[config.mk]
export PLATFORM = sky130hd
export DESIGN_NAME = edge_driver
export DESIGN_NICKNAME = d
export VERILOG_FILES = /design/src/rtl/pipeline_types.sv /design/src/rtl/hold_timer.sv /design/src/rtl/edge_driver.sv
export SDC_FILE = /design/constraint.sdc
export NUM_CORES = 1
export LEC_CHECK = 0
export CAP_MARGIN = 20
export CELL_PAD_IN_SITES_DETAIL_PLACEMENT = 1
export CELL_PAD_IN_SITES_GLOBAL_PLACEMENT = 2
export CORE_MARGIN = 2
export CORE_UTILIZATION = 32
export CTS_CLUSTER_SIZE = 20
export DETAILED_ROUTE_END_ITERATION = 10
export GPL_TIMING_DRIVEN = 0
export PLACE_DENSITY = 0.75
export SETUP_SLACK_MARGIN = 0.3
export SLEW_MARGIN = 25
export SYNTH_ARGS = -nofsm -noshare
export SYNTH_HDL_FRONTEND = slang
export SYNTH_SLANG_ARGS = --single-unit
[constraint.sdc]
create_clock -name i_clk -period 2.1 [get_ports i_clk]
set_input_delay 0.21 -clock i_clk [delete_from_list [all_inputs] [get_ports i_clk]]
set_output_delay 0.21 -clock i_clk [all_outputs]
set_load 0.02 [all_outputs]
[src/rtl/pipeline_types.sv]
// Control-path types shared by the input conditioning and output drive blocks.
package pipeline_types;

    typedef struct packed {
        logic rising;
        logic falling;
    } edges_t;

    localparam edges_t RESET_VALUES_CONTROL_PATH = '{rising: 1'b0, falling: 1'b0};

    typedef enum logic {
        IDLE = 1'b0,
        HOLD = 1'b1
    } driver_state_t;

    // internal marks the restore half of a pulse, which is not an overrun victim.
    typedef struct packed {
        logic valid;
        logic level;
        logic pulse;
        logic internal;
    } pending_t;

    localparam pending_t PENDING_EMPTY = '{valid: 1'b0, level: 1'b0, pulse: 1'b0, internal: 1'b0};

endpackage

[src/rtl/hold_timer.sv]
// Minimum-hold down-counter: loads MIN_HOLD_CYCLES-1 on a transition and
// counts down to zero without wrapping; zero means the hold has expired.
module hold_timer #(
    parameter int MIN_HOLD_CYCLES = 5
) (
    input  logic i_clk,
    input  logic i_reset_n,
    input  logic i_load,
    output logic o_expired
);

    localparam int CW = $clog2(MIN_HOLD_CYCLES + 1);
    localparam logic [CW-1:0] LOAD_VALUE = CW'(MIN_HOLD_CYCLES - 1);
    localparam logic [CW-1:0] ONE        = CW'(1);

    logic [CW-1:0] count_q, count_d;

    always_comb begin
        count_d = count_q;
        if (i_load) begin
            count_d = LOAD_VALUE;
        end else if (count_q != '0) begin
            count_d = count_q - ONE;
        end
    end

    always_ff @(posedge i_clk or negedge i_reset_n) begin
        if (!i_reset_n) begin
            count_q <= '0;
        end else begin
            count_q <= count_d;
        end
    end

    assign o_expired = (count_q == '0);

endmodule

[src/rtl/edge_driver.sv]
// Turns rise/fall/pulse requests into a registered pad level that holds every
// value for at least MIN_HOLD_CYCLES clocks, with one buffered pending request.
module edge_driver
    import pipeline_types::*;
#(
    parameter int MIN_HOLD_CYCLES = 5
) (
    input  logic          i_clk,
    input  logic          i_reset_n,
    input  edges_t        i_edges,
    output logic          o_signal,
    output edges_t        o_edges,
    output logic          o_ready,
    output logic          o_overrun,
    output driver_state_t o_state
);

    driver_state_t state_q, state_d;
    pending_t      pend_q, pend_d;
    logic          signal_q, signal_d;
    edges_t        edges_q, edges_d;
    logic          ready_q, ready_d;
    logic          overrun_q, overrun_d;

    logic load;
    logic expired;
    logic req_valid, req_pulse, req_level;
    logic take, take_pulse, take_level, target;

    hold_timer #(
        .MIN_HOLD_CYCLES(MIN_HOLD_CYCLES)
    ) u_hold_timer (
        .i_clk     (i_clk),
        .i_reset_n (i_reset_n),
        .i_load    (load),
        .o_expired (expired)
    );

    always_comb begin
        state_d    = state_q;
        pend_d     = pend_q;
        signal_d   = signal_q;
        edges_d    = RESET_VALUES_CONTROL_PATH;
        overrun_d  = 1'b0;
        load       = 1'b0;
        take       = 1'b0;
        take_pulse = 1'b0;
        take_level = 1'b0;
        req_valid  = i_edges.rising | i_edges.falling;
        req_pulse  = i_edges.rising & i_edges.falling;
        req_level  = i_edges.rising;

        case (state_q)
            IDLE: begin
                take       = req_valid;
                take_pulse = req_pulse;
                take_level = req_level;
            end
            HOLD: begin
                if (expired) begin
                    // A fresh request at expiry beats whatever is stored.
                    pend_d  = PENDING_EMPTY;
                    state_d = IDLE;
                    if (req_valid) begin
                        take       = 1'b1;
                        take_pulse = req_pulse;
                        take_level = req_level;
                        overrun_d  = pend_q.valid & ~pend_q.internal;
                    end else begin
                        take       = pend_q.valid;
                        take_pulse = pend_q.pulse;
                        take_level = pend_q.level;
                    end
                end else if (req_valid) begin
                    overrun_d = pend_q.valid & ~pend_q.internal;
                    pend_d    = '{valid: 1'b1, level: req_level, pulse: req_pulse, internal: 1'b0};
                end
            end
            default: state_d = IDLE;
        endcase

        target = take_pulse ? ~signal_q : take_level;
        if (take && (target != signal_q)) begin
            signal_d        = target;
            edges_d.rising  = target;
            edges_d.falling = ~target;
            load            = 1'b1;
            state_d         = HOLD;
            if (take_pulse) begin
                pend_d = '{valid: 1'b1, level: signal_q, pulse: 1'b0, internal: 1'b1};
            end
        end

        ready_d = (state_q == IDLE) && !pend_q.valid && (state_d == IDLE) && !pend_d.valid;
    end

    always_ff @(posedge i_clk or negedge i_reset_n) begin
        if (!i_reset_n) begin
            state_q   <= IDLE;
            pend_q    <= PENDING_EMPTY;
            signal_q  <= 1'b0;
            edges_q   <= RESET_VALUES_CONTROL_PATH;
            ready_q   <= 1'b1;
            overrun_q <= 1'b0;
        end else begin
            state_q   <= state_d;
            pend_q    <= pend_d;
            signal_q  <= signal_d;
            edges_q   <= edges_d;
            ready_q   <= ready_d;
            overrun_q <= overrun_d;
        end
    end

    assign o_signal  = signal_q;
    assign o_edges   = edges_q;
    assign o_ready   = ready_q;
    assign o_overrun = overrun_q;
    assign o_state   = state_q;

endmodule

**Word level (Yosys, flattened, before mapping)**

Index checks and enable logic that the tools add are counted.

- Add/subtract/negate cells: 1
- Multiply operators: 0
- Divide/modulo/power cells: 0
- Magnitude comparators: 0
- Equality and inequality tests: 1
- Shift operators: 0
- Mux-type cells: 24
- Bitwise logic cells: 8
- Reductions and logical operators: 9

Operator list:

| kind | number |
|---|---|
| $mux 4 | 5 |
| $mux 1 | 13 |
| $mux 3 | 2 |
| $pmux 1 s2 | 3 |
| $not 1->1 | 5 |
| $logic_and 1x1->1 | 4 |
| $logic_not 3->1 | 1 |
| $reduce_bool 3->1 | 1 |
| $sub 3x1->3 const B | 1 |
| $and 1x1->1 | 2 |
| $logic_not 1->1 | 2 |
| $mux 2 | 1 |
| $reduce_bool 2->1 | 1 |
| $ne 1x1->1 | 1 |
| $or 1x1->1 | 1 |

- Register bits: 13
- Latch bits: 0
- RAM bits: 0
- Memory bits (read-only): 0
- Input bits: 4
- Output and inout port bits: 6
- Logic and storage cells: 54
- Memories kept: 0

**Depth between registers and ports, before layout**

- Depth in word-level cells: 11
- Gate-level depth with buffers: 7
- Mapped depth without buffers: 6

**Cells and area by module**

Synthesis repeated with hierarchy kept, for this count alone.

- Cell total of the unflattened synthesis: 69
- Area, all modules: 747.0 µm²

By module, submodules not included:

| module | instances | cells an instance | area each (µm²) | sequential area each (µm²) |
|---|---|---|---|---|
| edge_driver | 1 | 53 | 563.0 | 251.5 |
| hold_timer | 1 | 16 | 183.9 | 75.1 |

**Worst setup path before layout**

Ideal clock, no wire load.

- Path kind: register to register
- Start point: reg u_hold_timer.count_q[0]
- End point: reg pend_q[2] (netlist bit)
- Setup time: 128 ps
- Arrival time: 1470 ps
- Required time: 1972 ps
- Slack: 503 ps
- Stages on the path, launching flop included: 8
- Path buffers: 1
- Period minus slack after synthesis: 1597 ps
- Path through: dfrtp_1 > inv_1 > ha_1 > nand2b_1 > buf_2 > a21o_1 > a21oi_1 > mux2_1

RTL lines:

| item | line | RTL |
|---|---|---|
| start, declared | hold_timer.sv:16 | `logic [CW-1:0] count_q, count_d;` |
| start signal, assigned | hold_timer.sv:31 | `count_q <= count_d;` |
| end signal, assigned | edge_driver.sv:107 | `pend_q <= pend_d;` |
| end, declared | edge_driver.sv:19 | `pending_t pend_q, pend_d;` |

==> results.txt <==
antenna viol nets, final - 0
Post-CTS Hold Buffers - 0
crit end category - register
worst skew pair latency - 0.28 ns
Avg Synthesized Cell Area - 9.55 um2
P_leak - 0.412 nW
max cap viols - 0
Max Clock Skew - 0.00648 ns
standard-cell rows - 17
DRC viols - 0
Switching Share - 0.429
clock sinks - 13
Worst-path clk slew - 0.09 ns
worst endpoint required time - 2.27 ns
register area share after synthesis - 0.433
Initial Util - 0.341
DP Area - 880 um2
type of origin of the critical path - register
FF+latch count, synth - 13
Max Root-Sink Buffers - 2
number of H-tree levels - 1
CTS root buf - clkbuf_4
Congestion Overflow GR - 0
VDD IR-drop max - 566 uV
status - finished, final reports clean
largest net degree at the start of global routing - 14
initial antenna violation count - 0
Clock power frac - 0.125
pins over their slew limit - 0
die height - 52.6 um
Post-Syn Instances - 79
final instance area - 912 um2
port bufs - 9
via count - 610
Psw - 0.570 mW
total power - 1.33 mW
RSZ-0062 raised after global routing - false
Synth cell types - 36
Die Width - 52.6 um
internal power - 0.759 mW
initial drt markers - 13
FMAX - 573 MHz
total negative slack - 0 ns
Initial DRT Pass Iterations - 4
All-Layer GR Usage - 0.156
FILL cells - 280
Die Footprint - 2760 um2
period utilization - 0.831
NumNets Final - 99
WHS - 0.299 ns
drt wl/cell - 15.1 um
crit-path max FO - 10
first-pass GRT wire length - 3.10 mm
Synth-to-Final Area Change - 20.9%
Slew HR - 0.594
Top Ports - 10
Yosys warning total - 0
most common cell after layout, fill and taps aside - dfrtp_1
share of layout cells above drive strength 1 - 0.163
hpwl dp - 1.29 mm
syn nets - 85
post-route insts no fill - 120
PwrDens - 1460 nW/um2
crit path kind - reg2reg
number of vias per cell - 5.08
Final Critical Period - 1.74 ns
Min-Delay Path Class - in2async
total CTS buffers - 3
# placed instances - 116
Placer Congestion - 0.783
vias in the first global route - 657
TritonCTS clock tree - done
most frequent cells in the layout - dfrtp_1 (12), clkdlybuf4s50_1 (9), inv_1 (6)
Mapped Area - 754 um2
core area - 2210 um2
Gate power share - 0.550
diode count - 0
final wirelength - 1.81 mm
CP arrival - 1.92 ns
Worst-Margin Slew - 0.607 ns
sequential share of power - 0.325
final hold vios - 0
final setup fails - 0
cells by family after synthesis:
family | share of synthesized area
AO/OA/AOI/OAI | 0.260
multiplexers | 0.0149
adder cells (fa/ha/maj) | 0.0332
AND/OR/NAND/NOR | 0.171
flip-flops | 0.433
XOR/XNOR | 0.0116
buffers and inverters | 0.0763
final cells by class:
| cell class | instances | area (um2) | share of cell area |
|---|---|---|---|
| Buffer | 5 | 31.3 | 0.0343 |
| Clock buffer | 4 | 26.3 | 0.0288 |
| Inverter | 7 | 26.3 | 0.0288 |
| Multi-Input combinational cell | 54 | 377 | 0.413 |
| Sequential cell | 13 | 327 | 0.358 |
| Tap cell | 28 | 35.0 | 0.0384 |
| Timing Repair Buffer | 9 | 90.1 | 0.0988 |
through the flow:
stage / setup slack [ns] / utilization
global route: 0.285 / 0.412
detailed placement: 0.181 / 0.398
global placement: 0.230 / 0.398
CTS: 0.310 / 0.411
finish: 0.356 / 0.412
floorplan: 0.503 / -
critical path, stage by stage, from the launching register on:
cell,delay [ns]
dfrtp_1,0.38
inv_2,0.09
ha_2,0.20
nand2b_1,0.08
buf_2,0.19
a21o_1,0.21
a21oi_2,0.14
mux2_1,0.34
state kept, by name, indices dropped and copies added (netlist names):
signal and flops:
pend_q 4, o_ready 1, o_overrun 1, o_signal 1
o_edges 2, u_hold_timer.count_q 3, o_state 1
Yosys cell counts:
library cell	n	share of area
a211o_1	1	0.012
a211oi_1	2	0.020
a211oi_2	1	0.017
a21boi_0	1	0.010
a21o_1	3	0.030
a21oi_1	6	0.040
a22o_2	1	0.013
a2bb2oi_1	1	0.012
a31oi_2	1	0.017
and3b_1	1	0.012
buf_2	1	0.0066
buf_4	1	0.010
buf_6	1	0.015
clkbuf_1	2	0.010
dfrtp_1	12	0.40
dfstp_2	1	0.035
ha_1	2	0.033
inv_1	7	0.035
mux2_1	1	0.015
nand2_1	5	0.025
nand2b_1	2	0.017
nand3_1	1	0.0066
nand4_1	1	0.0083
nand4b_1	1	0.012
nand4bb_1	1	0.015
nor2_1	4	0.020
nor2_2	1	0.0083
nor2b_1	3	0.025
nor3_1	1	0.0066
o211a_1	1	0.013
o211ai_1	2	0.020
o211ai_2	1	0.017
o21ai_0	5	0.033
o22ai_1	1	0.0083
or2_1	2	0.017
xnor2_1	1	0.012
what timing repair did:
item                                    CTS  global route
cloned                                    0             0
endpoints found under the setup margin    1             1
resized for setup                         1             2
setup buffers                             0             0
routing by layer:
| layer | track usage | wire length (um) | vias to the layer above |
|---|---|---|---|
| met1 | 0.211 | 892 | 296 |
| met3 | 0.0343 | 78 | 2 |
| met5 | 0 | 0 | - |
| met4 | 0.0513 | 10 | 0 |
| li1 | - | - | 300 |
| met2 | 0.246 | 827 | 12 |
power by group through the flow:
stage,combinational (mW),sequential [mW],clock (mW)
6_report,0.731,0.432,0.166
5_1_grt,0.828,0.450,0.182
4_1_cts,0.724,0.431,0.169
3_5_place_dp,0.717,0.437,0
3_3_place_gp,0.690,0.436,0
2_1_floorplan,0.456,0.475,0
final timing paths:
kind,cells after the start,start,slack (ns),to
max reg2reg,7,u_hold_timer.count_q[0]$_DFFE_PN0P_,0.36,pend_q[2]$_DFF_PN0_
max in group asynchronous,1,i_reset_n,1.40,pend_q[0]$_DFF_PN0_
max,7,u_hold_timer.count_q[0]$_DFFE_PN0P_,0.36,pend_q[2]$_DFF_PN0_
min reg2reg,1,pend_q[0]$_DFF_PN0_,0.47,o_overrun$_DFF_PN0_
min,1,i_reset_n,0.30,pend_q[2]$_DFF_PN0_
min in group i_clk,1,pend_q[0]$_DFF_PN0_,0.47,o_overrun$_DFF_PN0_
(Power assumes the default switching activity.)
